===== src/rtl/cpu_mem_bridge_pkg.sv =====
`default_nettype none
// ============================================================================
//  Module      : cpu_mem_bridge_pkg
//  Description : Shared types and helpers for the CPU-side memory bridge.
//                - bridgeState_t : request FSM states (IDLE / WAIT / RSP)
//                - timeoutData() : all-ones word of a given width, returned
//                                  as read data when a request times out
//  Revision    : 1.0 - initial release
// ============================================================================
package cpu_mem_bridge_pkg;

  // Request FSM states. IDLE accepts a command, WAIT holds the level request
  // to the controller, RSP presents the response to the host.
  typedef enum logic [1:0] {
    IDLE = 2'd0,
    WAIT = 2'd1,
    RSP  = 2'd2
  } bridgeState_t;

  // Widest data word timeoutData() can describe.
  localparam int MAX_DATA_WIDTH = 64;

  // All-ones pattern in the low 'width' bits; callers truncate to their own
  // data width. Built bit by bit so it stays valid for width == MAX_DATA_WIDTH.
  function automatic logic [MAX_DATA_WIDTH-1:0] timeoutData(input int width);
    logic [MAX_DATA_WIDTH-1:0] mask;
    mask = '0;
    for (int i = 0; i < MAX_DATA_WIDTH; i++) begin
      if (i < width) begin
        mask[i] = 1'b1;
      end
    end
    return mask;
  endfunction

endpackage : cpu_mem_bridge_pkg
`default_nettype wire


===== src/rtl/cpu_mem_bridge.sv =====
`default_nettype none
// ============================================================================
//  Module      : cpu_mem_bridge
//  Description : Host valid/ready command/response channel to the level-held,
//                edge-detected cpuMemReq port of the single-port memory
//                controller. One outstanding command. All request fields are
//                held stable from the cycle after acceptance until cpuMemAck.
//                A saturating timer bounds the wait for an ack.
//
//  Ports
//    clockCore, resetCore            : clock, async active-high reset
//    hostCmdValid/Ready/Rd/Addr/WrData : host command channel
//    hostRspValid/Ready/RdData/Err   : host response channel
//                                      (RdData = 0 for writes, all-ones and
//                                      Err = 1 on timeout)
//    cpuMemReq/Rd/Addr/WrData        : request to controller (registered)
//    cpuMemAck, cpuMemRdData         : ack pulse and read data from controller
//    strayAck                        : sticky, ack seen while not waiting
//    busy                            : bridge not in IDLE
//
//  Revision    : 1.0 - initial release
// ============================================================================
module cpu_mem_bridge
  import cpu_mem_bridge_pkg::*;
#(
  parameter int ADDR_WIDTH     = 8,
  parameter int DATA_WIDTH     = 16,
  parameter int TIMEOUT_CYCLES = 64
) (
  input  logic                  clockCore,
  input  logic                  resetCore,

  input  logic                  hostCmdValid,
  output logic                  hostCmdReady,
  input  logic                  hostCmdRd,
  input  logic [ADDR_WIDTH-1:0] hostCmdAddr,
  input  logic [DATA_WIDTH-1:0] hostCmdWrData,

  output logic                  hostRspValid,
  input  logic                  hostRspReady,
  output logic [DATA_WIDTH-1:0] hostRspRdData,
  output logic                  hostRspErr,

  output logic                  cpuMemReq,
  output logic                  cpuMemRd,
  output logic [ADDR_WIDTH-1:0] cpuMemAddr,
  output logic [DATA_WIDTH-1:0] cpuMemWrData,
  input  logic                  cpuMemAck,
  input  logic [DATA_WIDTH-1:0] cpuMemRdData,

  output logic                  strayAck,
  output logic                  busy
);

  localparam int                    TIMER_WIDTH  = $clog2(TIMEOUT_CYCLES);
  localparam logic [TIMER_WIDTH-1:0] TIMER_LAST  = TIMER_WIDTH'(TIMEOUT_CYCLES - 1);
  localparam logic [DATA_WIDTH-1:0]  TIMEOUT_DATA = DATA_WIDTH'(timeoutData(DATA_WIDTH));

  bridgeState_t           r_state;
  bridgeState_t           w_stateNext;
  logic [TIMER_WIDTH-1:0] r_timer;

  logic w_accept;     // command handshake completes this cycle
  logic w_ackTaken;   // ack consumed in WAIT
  logic w_timedOut;   // WAIT expired without ack

  // The only combinational output: ready is a pure decode of the state.
  assign hostCmdReady = (r_state == IDLE);

  // --------------------------------------------------------------------------
  // FSM state register
  // --------------------------------------------------------------------------
  always_ff @(posedge clockCore or posedge resetCore) begin
    if (resetCore) begin
      r_state <= IDLE;
    end else begin
      r_state <= w_stateNext;
    end
  end

  // --------------------------------------------------------------------------
  // FSM next state and datapath strobes
  // --------------------------------------------------------------------------
  always_comb begin
    w_stateNext = r_state;
    w_accept    = 1'b0;
    w_ackTaken  = 1'b0;
    w_timedOut  = 1'b0;
    case (r_state)
      IDLE: begin
        if (hostCmdValid) begin
          w_accept    = 1'b1;
          w_stateNext = WAIT;
        end
      end
      WAIT: begin
        // Ack is checked first so an ack landing on the last timer cycle
        // still completes the access normally.
        if (cpuMemAck) begin
          w_ackTaken  = 1'b1;
          w_stateNext = RSP;
        end else if (r_timer == TIMER_LAST) begin
          w_timedOut  = 1'b1;
          w_stateNext = RSP;
        end
      end
      RSP: begin
        if (hostRspReady) begin
          w_stateNext = IDLE;
        end
      end
      default: begin
        w_stateNext = IDLE;
      end
    endcase
  end

  // --------------------------------------------------------------------------
  // Controller request fields. Loaded only on acceptance, so they cannot move
  // while WAIT holds cpuMemReq high (the controller samples rd/addr a cycle
  // late and uses wrData combinationally at grant).
  // --------------------------------------------------------------------------
  always_ff @(posedge clockCore or posedge resetCore) begin
    if (resetCore) begin
      cpuMemReq    <= 1'b0;
      cpuMemRd     <= 1'b0;
      cpuMemAddr   <= '0;
      cpuMemWrData <= '0;
    end else begin
      cpuMemReq <= (w_stateNext == WAIT);
      if (w_accept) begin
        cpuMemRd     <= hostCmdRd;
        cpuMemAddr   <= hostCmdAddr;
        cpuMemWrData <= hostCmdWrData;
      end
    end
  end

  // --------------------------------------------------------------------------
  // Wait timer: cleared on acceptance, counts WAIT cycles, saturates at the
  // timeout value so it never wraps.
  // --------------------------------------------------------------------------
  always_ff @(posedge clockCore or posedge resetCore) begin
    if (resetCore) begin
      r_timer <= '0;
    end else if (w_accept) begin
      r_timer <= '0;
    end else if ((r_state == WAIT) && (r_timer != TIMER_LAST)) begin
      r_timer <= r_timer + 1'b1;
    end
  end

  // --------------------------------------------------------------------------
  // Response channel. Fields are written only when leaving WAIT, so they stay
  // stable for the whole RSP phase regardless of hostRspReady.
  // --------------------------------------------------------------------------
  always_ff @(posedge clockCore or posedge resetCore) begin
    if (resetCore) begin
      hostRspValid  <= 1'b0;
      hostRspRdData <= '0;
      hostRspErr    <= 1'b0;
    end else begin
      hostRspValid <= (w_stateNext == RSP);
      if (w_ackTaken) begin
        hostRspRdData <= cpuMemRd ? cpuMemRdData : '0;
        hostRspErr    <= 1'b0;
      end else if (w_timedOut) begin
        hostRspRdData <= TIMEOUT_DATA;
        hostRspErr    <= 1'b1;
      end
    end
  end

  // --------------------------------------------------------------------------
  // Status. An ack outside WAIT (typically a late ack after a timeout) carries
  // no usable data; it is only flagged.
  // --------------------------------------------------------------------------
  always_ff @(posedge clockCore or posedge resetCore) begin
    if (resetCore) begin
      busy     <= 1'b0;
      strayAck <= 1'b0;
    end else begin
      busy <= (w_stateNext != IDLE);
      if (cpuMemAck && (r_state != WAIT)) begin
        strayAck <= 1'b1;
      end
    end
  end

endmodule : cpu_mem_bridge
`default_nettype wire


===== config.mk =====
export PLATFORM = sky130hd
export DESIGN_NAME = cpu_mem_bridge
export DESIGN_NICKNAME = d
export VERILOG_FILES = /design/src/rtl/cpu_mem_bridge_pkg.sv /design/src/rtl/cpu_mem_bridge.sv
export SDC_FILE = /design/constraint.sdc
export NUM_CORES = 1
export LEC_CHECK = 0
export CAP_MARGIN = 20
export CORE_ASPECT_RATIO = 2
export CORE_MARGIN = 5
export CORE_UTILIZATION = 47
export CTS_BUF_LIST = sky130_fd_sc_hd__clkbuf_16
export DETAILED_ROUTE_END_ITERATION = 8
export HOLD_SLACK_MARGIN = 0.06
export PLACE_DENSITY = 0.84
export SLEW_MARGIN = 10
export SYNTH_ARGS = -nofsm -noshare
export SYNTH_HDL_FRONTEND = slang
export SYNTH_SLANG_ARGS = --single-unit

===== constraint.sdc =====
create_clock -name clockCore -period 4.6 [get_ports clockCore]
set_input_delay 0.69 -clock clockCore [delete_from_list [all_inputs] [get_ports clockCore]]
set_output_delay 0.69 -clock clockCore [all_outputs]
set_load 0.01 [all_outputs]

---- After elaboration in Yosys (flattened, before gate mapping) ----
Cells that the tools add are included.
word-level totals
  word-level logic and storage cells ...... 44
  output and inout bits ................... 47
  input port bits ......................... 46
  bits in registers ....................... 54
cells by class
  reduce and logical (&&, ||, !) cells .... 6
  $add $sub $neg .......................... 1
  muxes and demuxes ....................... 19
  equal/unequal tests ..................... 7
operators with widths
  cell                                                              number
  16-bit two-way mux                                                3
  6-bit two-way mux                                                 2
  1-bit two-way mux                                                 9
  2-bit two-way mux                                                 4
  6-bit by 1-bit adder with 6-bit output (second input constant)    1
  6-bit == test (second input constant)                             1
  6-bit != test (second input constant)                             1
  2-bit one-hot mux with 3 select lines                             1
  2-bit nonzero test                                                3
  2-bit by 1-bit == test with 1-bit output (second input constant)  2
  2-bit == test (second input constant)                             2
  1-bit logical AND                                                 2
  2-bit zero test                                                   1
  2-bit by 1-bit != test with 1-bit output (second input constant)  1

---- Depth between registers and ports, before layout ----
Gate-level depths: netlist of the first run.
  word-level depth ........................ 6
  gate-level depth with buffers ........... 6
  gate-level depth less buffers ........... 4

---- Worst setup path after synthesis of the first run ----
No wires, ideal clock.
  path kind ............................... input to register
  start ................................... input port hostCmdValid
  end ..................................... register cpuMemAddr[0]
  slack ................................... 2.951 ns
  setup time .............................. 0.125 ns
  cell stages on the path ................. 3
  data required time ...................... 4.475 ns
  arrival ................................. 1.524 ns
  path buffers ............................ 1
  cell sequence ........................... or3b_4 -> buf_6 -> mux2_4
on the way
  word-level cells in the longest chain between the ends .. 2
ends and longest elaborated chain
  element               line                   RTL
  from (decl)           cpu_mem_bridge.sv:33   input logic hostCmdValid,
  1-bit two-way mux     cpu_mem_bridge.sv:91   if (hostCmdValid) begin
  1-bit two-way mux     cpu_mem_bridge.sv:89   case (r_state)
  to (signal assigned)  cpu_mem_bridge.sv:133  cpuMemAddr <= hostCmdAddr;
  to (decl)             cpu_mem_bridge.sv:46   output logic [ADDR_WIDTH-1:0] cpuMemAddr,
No other way between the ends.
A chain may end at the register's enable or synchronous reset.

---- Worst setup path after layout of the first run ----
  start ................................... register cpuMemRd
  end ..................................... output port cpuMemRd
RTL lines
  element                 line                   RTL
  from (decl)             cpu_mem_bridge.sv:45   output logic cpuMemRd,
  from (signal assigned)  cpu_mem_bridge.sv:132  cpuMemRd <= hostCmdRd;
No word-level cell between the ends.

==> results of run 1 <==
[layer usage]
metal / part of all wire / wire length [um] / vias to the layer above / global-route usage
met1: 0.35 / 2210 / 909 / 0.210
met3: 0.059 / 371 / 14 / 0.0499
met4: 0.030 / 187 / 0 / 0.0854
met5: 0 / 0 / - / 0
met2: 0.56 / 3480 / 66 / 0.343
li1: - / - / 870 / -
[power by group through the flow]
| stage | sequential (mW) | clock, mW | combinational (mW) |
|---|---|---|---|
| after floorplan | 0.897 | 0 | 0.524 |
| after global placement | 0.836 | 0 | 1.06 |
| after detailed placement | 0.854 | 0 | 1.08 |
| after CTS | 0.850 | 0.486 | 1.10 |
| after global routing | 0.879 | 0.507 | 1.16 |
| final | 0.849 | 0.475 | 1.08 |
[per-stage QoR]
stage | hold slack, ps | std cells | setup slack [ps] | power (mW) | util
2_1_floorplan | 473 | 200 | 2600 | 1.42 | -
4_1_cts | 475 | 347 | 2260 | 2.43 | 0.696
6_report | 471 | 347 | 2250 | 2.40 | 0.696
3_5_place_dp | 447 | 339 | 2210 | 1.94 | 0.659
3_3_place_gp | 446 | 338 | 2260 | 1.89 | 0.655
5_1_grt | 519 | 347 | 2190 | 2.55 | 0.696
[state kept, by name, summed over array words and instances (netlist names)]
name / flops
strayAck: 1
hostRspValid: 1
hostRspErr: 1
r_state: 2
busy: 1
r_timer: 6
cpuMemRd: 1
cpuMemAddr: 8
cpuMemWrData: 16
cpuMemReq: 1
hostRspRdData: 16
[cells in the final DEF, fill, tap and decap left out, types with 2 or more instances in the layout]
master / instances
a311oi_1: 2
bufinv_16: 2
mux2_4: 25
and3_1: 2
inv_1: 17
mux2i_1: 2
and2_1: 2
clkdlybuf4s50_1: 92
nand3_1: 2
dfrtp_1: 54
a211oi_1: 16
a21oi_1: 19
nor2_1: 19
nand2_1: 4
clkbuf_16: 5
o21ai_0: 7
[cell families (layout without fill, tap and decap cells)]
family                     Yosys count  after routing  synth area share
and+or+nand+nor                     36             36            0.0722
muxes                               27             27             0.163
DFF                                 54             54             0.557
buffers and inverters               30            119            0.0629
adders and majority gates            1              1           0.00516
AOI/OAI and AO/OA                   52             52             0.140
[layout make-up]
cell class,instances,area (sq um)
Fill cell,367,1550
Sequential cell,54,1350
Timing Repair Buffer,93,941
Multi-Input combinational cell,116,922
Clock buffer,5,125
Tap cell,58,72.6
Inverter,18,67.6
Clock inverter,3,63.8
[Yosys cell counts, types with 2 or more instances]
cell      number
a311oi_1       2
o21ai_0        7
inv_1         18
mux2_4        25
mux2i_1        2
clkbuf_1       2
buf_6          4
dfrtp_1       54
a21oi_1       19
and2_1         2
nand3_1        2
a211oi_1      16
buf_2          5
and3_1         2
nand2_1        4
nor2_1        19
[path summary, 6_finish.rpt]
kind	start	to	slack, ps	cells after the start
worst min-delay path	strayAck	strayAck	470	1
min in group asynchronous	resetCore	cpuMemWrData[7]	740	2
max in group asynchronous	resetCore	r_timer[4]	3330	3
worst max register to register	r_state[1]	cpuMemReq	2760	3
worst min register to register	strayAck	strayAck	470	1
worst max-delay path	cpuMemRd	cpuMemRd	2250	1
==> flow_summary.json, run 1 <==
{
  "synthCells": 200,
  "yosys_warnings": 0,
  "die_y_um": 112,
  "finalMaxSlewViolations": 0,
  "core-area_sq_mm": 0.00509,
  "tightest_slew_ps": 787,
  "postCtsHoldBufs": 0,
  "cts_resized": 0,
  "synth_top_area_cell": "dfrtp_1",
  "cts.clk_slew.worst_paths_ps": 60,
  "syn_area_sq_mm": 0.00243,
  "syn_area_per_cell_sq_um": 12.1,
  "synth_edf_count": 0,
  "cts_buffers": 5,
  "max_freq_mhz": 426,
  "nNetsFinal": 335,
  "rsz0062_at_grt": "no",
  "vdd_ir_drop_max_mv": 0.501,
  "clockBufferDepth": 2,
  "viasPerCell": 5.36,
  "grt_use_total": 0.196,
  "startpoint_type": "register",
  "finalHoldViolations": 0,
  "seq_power_share": 0.353,
  "power.density_mw_per_mm2": 679,
  "io_pins": 93,
  "switching_share": 0.321,
  "drt_wl_total_mm": 6.25,
  "htree_levels": 2,
  "p_leak_nw": 1.58,
  "setup_viol": 0,
  "final.setup.tns_ps": 0,
  "drv_cap": 0,
  "ant_nets": 0,
  "first_global_vias": 1940,
  "gp_congestion": 0.844,
  "via_count": 1859,
  "cts_sinks": 54,
  "grt_pass1_wl_mm": 9.87,
  "slew_headroom": 0.475,
  "drc": 0,
  "yosys-top-cells-area": "dfrtp_1 (56%), mux2_4 (15%), a211oi_1 (5.0%)",
  "finalCriticalPeriod_ps": 2350,
  "period_share": 0.511,
  "cp.arrival_ps": 1660,
  "endpoint_kind": "output port",
  "pwr-share-clk": 0.198,
  "yosysSeqAreaShare": 0.557,
  "area_delta_synth_final_pct": 46.1,
  "placed_area_sq_mm": 0.00335,
  "synth_top_area_frac": 0.557,
  "ys_types": 33,
  "cts_tree": "done",
  "skew_ps": 4.31,
  "p_comb_frac": 0.449,
  "async_flop_share": 1.00,
  "worst-path-buf-inv": 1,
  "postCtsSetupRepairBufs": 0,
  "synth_ff_type": "dfrtp_1",
  "syn_nets": 247,
  "row_count": 37,
  "cts_root_buf": "clkbuf_16",
  "grt.overflow.total": 0,
  "antenna_found_initial": 0,
  "critical_path_required_ps": 3910,
  "slowest_delay_ps": 710,
  "grt_start_max_net_pins": 34,
  "min_path_type": "register to register",
  "drive_gt1_frac": 0.125,
  "design_area_sq_mm": 0.00354,
  "intPower_mw": 1.63,
  "hpwl_mm": 4.53,
  "dieWidth_um": 60.8,
  "critPathKind": "register to output port",
  "path_cells": "clkdlybuf4s50_1",
  "diodes": 0,
  "insertion_delay_ps": 290,
  "cp_max_fo": 18,
  "die_area_sq_mm": 0.00679,
  "port_buffers": 92,
  "ys_seq_elements": 54,
  "status": "finished clean",
  "drt_iter0_markers": 64,
  "crit_family": "flip-flops",
  "cpMaxStageDelayCell": "dfrtp_1",
  "first_pass_iters": 4,
  "switchingPower_mw": 0.773,
  "start_util": 0.476,
  "wire_per_inst_um": 18.0
}
No activity file was read; power rests on OpenSTA's default activity.
==> run 2, diff against run 1 <==
CORE_UTILIZATION = 39   (was 47)
PLACE_DENSITY = 0.74   (was 0.84)
clock period = 1.9 ns   (was 4.6 ns; I/O delays follow)
==> run 2 against run 1 <==
  * Design area rose by 0.99%
  * Final cell count increased by 8.9%
  * Sequential share of layout area decreased by 0.37 points
  * Count of clock-buffer cells in the layout stayed put
==> flow_summary.json, run 2 (synthesized netlist as in run 1, its figures left out) <==
{
  "critPathKind": "register to output port",
  "p_comb_frac": 0.485,
  "placed_area_sq_mm": 0.00344,
  "reg_top3": "cpuMemWrData (16), hostRspRdData (16), cpuMemAddr (8)",
  "wire_per_inst_um": 15.9,
  "drt_iter0_markers": 85,
  "drt_wl_total_mm": 6.02,
  "nNetsFinal": 340,
  "grt.overflow.total": 0,
  "max_freq_mhz": 572,
  "wl_met3_um": 200,
  "setup_viol": 0,
  "skew_ps": 4.04,
  "clockBufferDepth": 2,
  "top_layer": "met4",
  "rsz0062_at_grt": "no",
  "endpoint_kind": "output port",
  "utilization": 0.591,
  "hold_ws_ps": 346,
  "port_buffers": 92,
  "slowest_delay_ps": 550,
  "io_pins": 93,
  "critPathLaunch": "r_state[0]",
  "die_y_um": 122,
  "cts_root_buf": "clkbuf_16",
  "wl_met1_mm": 2.42,
  "finalHoldViolations": 0,
  "power_mw": 5.59,
  "cts_tree": "done",
  "cts_buffers": 5,
  "power.density_mw_per_mm2": 1560,
  "mostFrequentLayoutCell": "clkdlybuf4s50_1",
  "startpoint_type": "register",
  "cpMaxStageDelayCell": "clkdlybuf4s50_1",
  "drv_cap": 0,
  "final.setup.tns_ps": 0,
  "critical_path_required_ps": 1620,
  "cp.arrival_ps": 1460,
  "switching_share": 0.331,
  "pwr-share-clk": 0.158,
  "dp_cells": 370,
  "pre_cts_slack_ps": 90.8,
  "intPower_mw": 3.74,
  "die_area_sq_mm": 0.00799,
  "design_area_sq_mm": 0.00358,
  "grt_pass1_wl_mm": 9.69,
  "mostFrequentLayoutCells": "clkdlybuf4s50_1 (92), dfrtp_1 (54), mux2_4 (25)",
  "period_share": 0.920,
  "postCtsSetupRepairBufs": 0,
  "cp_max_fo": 9,
  "status": "finished clean",
  "final_cells": 378,
  "grt_use_total": 0.158,
  "antenna_found_initial": 0,
  "min_path_type": "input pin to asynchronous set/reset pin",
  "cts.clk_slew.worst_paths_ps": 70,
  "finalMaxSlewViolations": 0,
  "gp_congestion": 0.754,
  "area_delta_synth_final_pct": 47.5,
  "drive_gt1_frac": 0.139,
  "diodes": 0,
  "slew_headroom": 0.737,
  "first_global_vias": 1909,
  "cts_resized": 0,
  "drc": 0,
  "first_pass_iters": 4,
  "p_leak_nw": 1.59,
  "seq_power_share": 0.357,
  "finalCriticalPeriod_ps": 1750,
  "tightest_slew_ps": 390,
  "worst-path-buf-inv": 1,
  "crit_family": "buffers and inverters",
  "insertion_delay_ps": 290,
  "path_cells": "nor2_1, clkdlybuf4s50_1",
  "setup_ws_ps": 152,
  "postCtsHoldBufs": 0,
  "wl_met2_mm": 3.29,
  "htree_levels": 2,
  "viasPerCell": 4.86,
  "r2r-start": "r_timer[1]",
  "core-area_sq_mm": 0.00606,
  "switchingPower_mw": 1.85,
  "hpwl_mm": 4.36,
  "start_util": 0.401,
  "row_count": 40,
  "dieWidth_um": 65.8,
  "grt_start_max_net_pins": 55,
  "ant_nets": 0,
  "cts_sinks": 54,
  "n_fill_cell": 502,
  "via_count": 1836,
  "vdd_ir_drop_max_mv": 0.803
}
-- run 2: changes by cell type in the layout (fill, tap and decap cells not counted) --
cell / previous run / this run
buf_4: 0 / 4
bufinv_16: 2 / 0
buf_12: 1 / 2
clkinv_2: 0 / 1
clkinvlp_4: 0 / 1
-- run 2: cell type report --
class	instances	area, sq um	share of cell area
sequential	54	1350	0.378
timing repair buffer	98	991	0.277
multi-input combinational	116	922	0.258
clock buffer	5	125	0.0350
tap	84	105	0.0294
inverter	18	67.6	0.0189
clock inverter	3	16.3	0.00455
-- run 2: final timing paths --
kind / endpoint / slack (ps) / depth (start not counted)
setup / recovery: hostCmdReady / 150 / 2
hold / removal: cpuMemWrData[7] / 350 / 3
setup reg to reg: hostRspRdData[4] / 250 / 5
hold reg to reg: strayAck / 470 / 1
max in group asynchronous: hostRspRdData[13] / 1300 / 3
min in group clockCore: strayAck / 470 / 1
-- run 2: layer usage --
layer | vias to the layer above | track usage
li1 | 881 | -
met1 | 907 | 0.190
met2 | 42 | 0.272
met3 | 6 | 0.0258
met4 | 0 | 0.0662
met5 | - | 0
-- run 2: power by group through the flow --
stage	sequential [mW]	combinational (mW)	clock (mW)
after floorplan	2.17	1.27	0
after global placement	2.00	2.68	0
after detailed placement	2.01	2.74	0
after CTS	2.00	2.75	0.909
after global routing	2.08	2.91	0.952
final	1.99	2.71	0.884
-- run 2: worst register-to-register path: stages (launching register included) --
cell      delay [ps]
dfrtp_1          390
ha_1             280
and2_1           320
a21oi_4          100
buf_4            210
a211oi_1         260
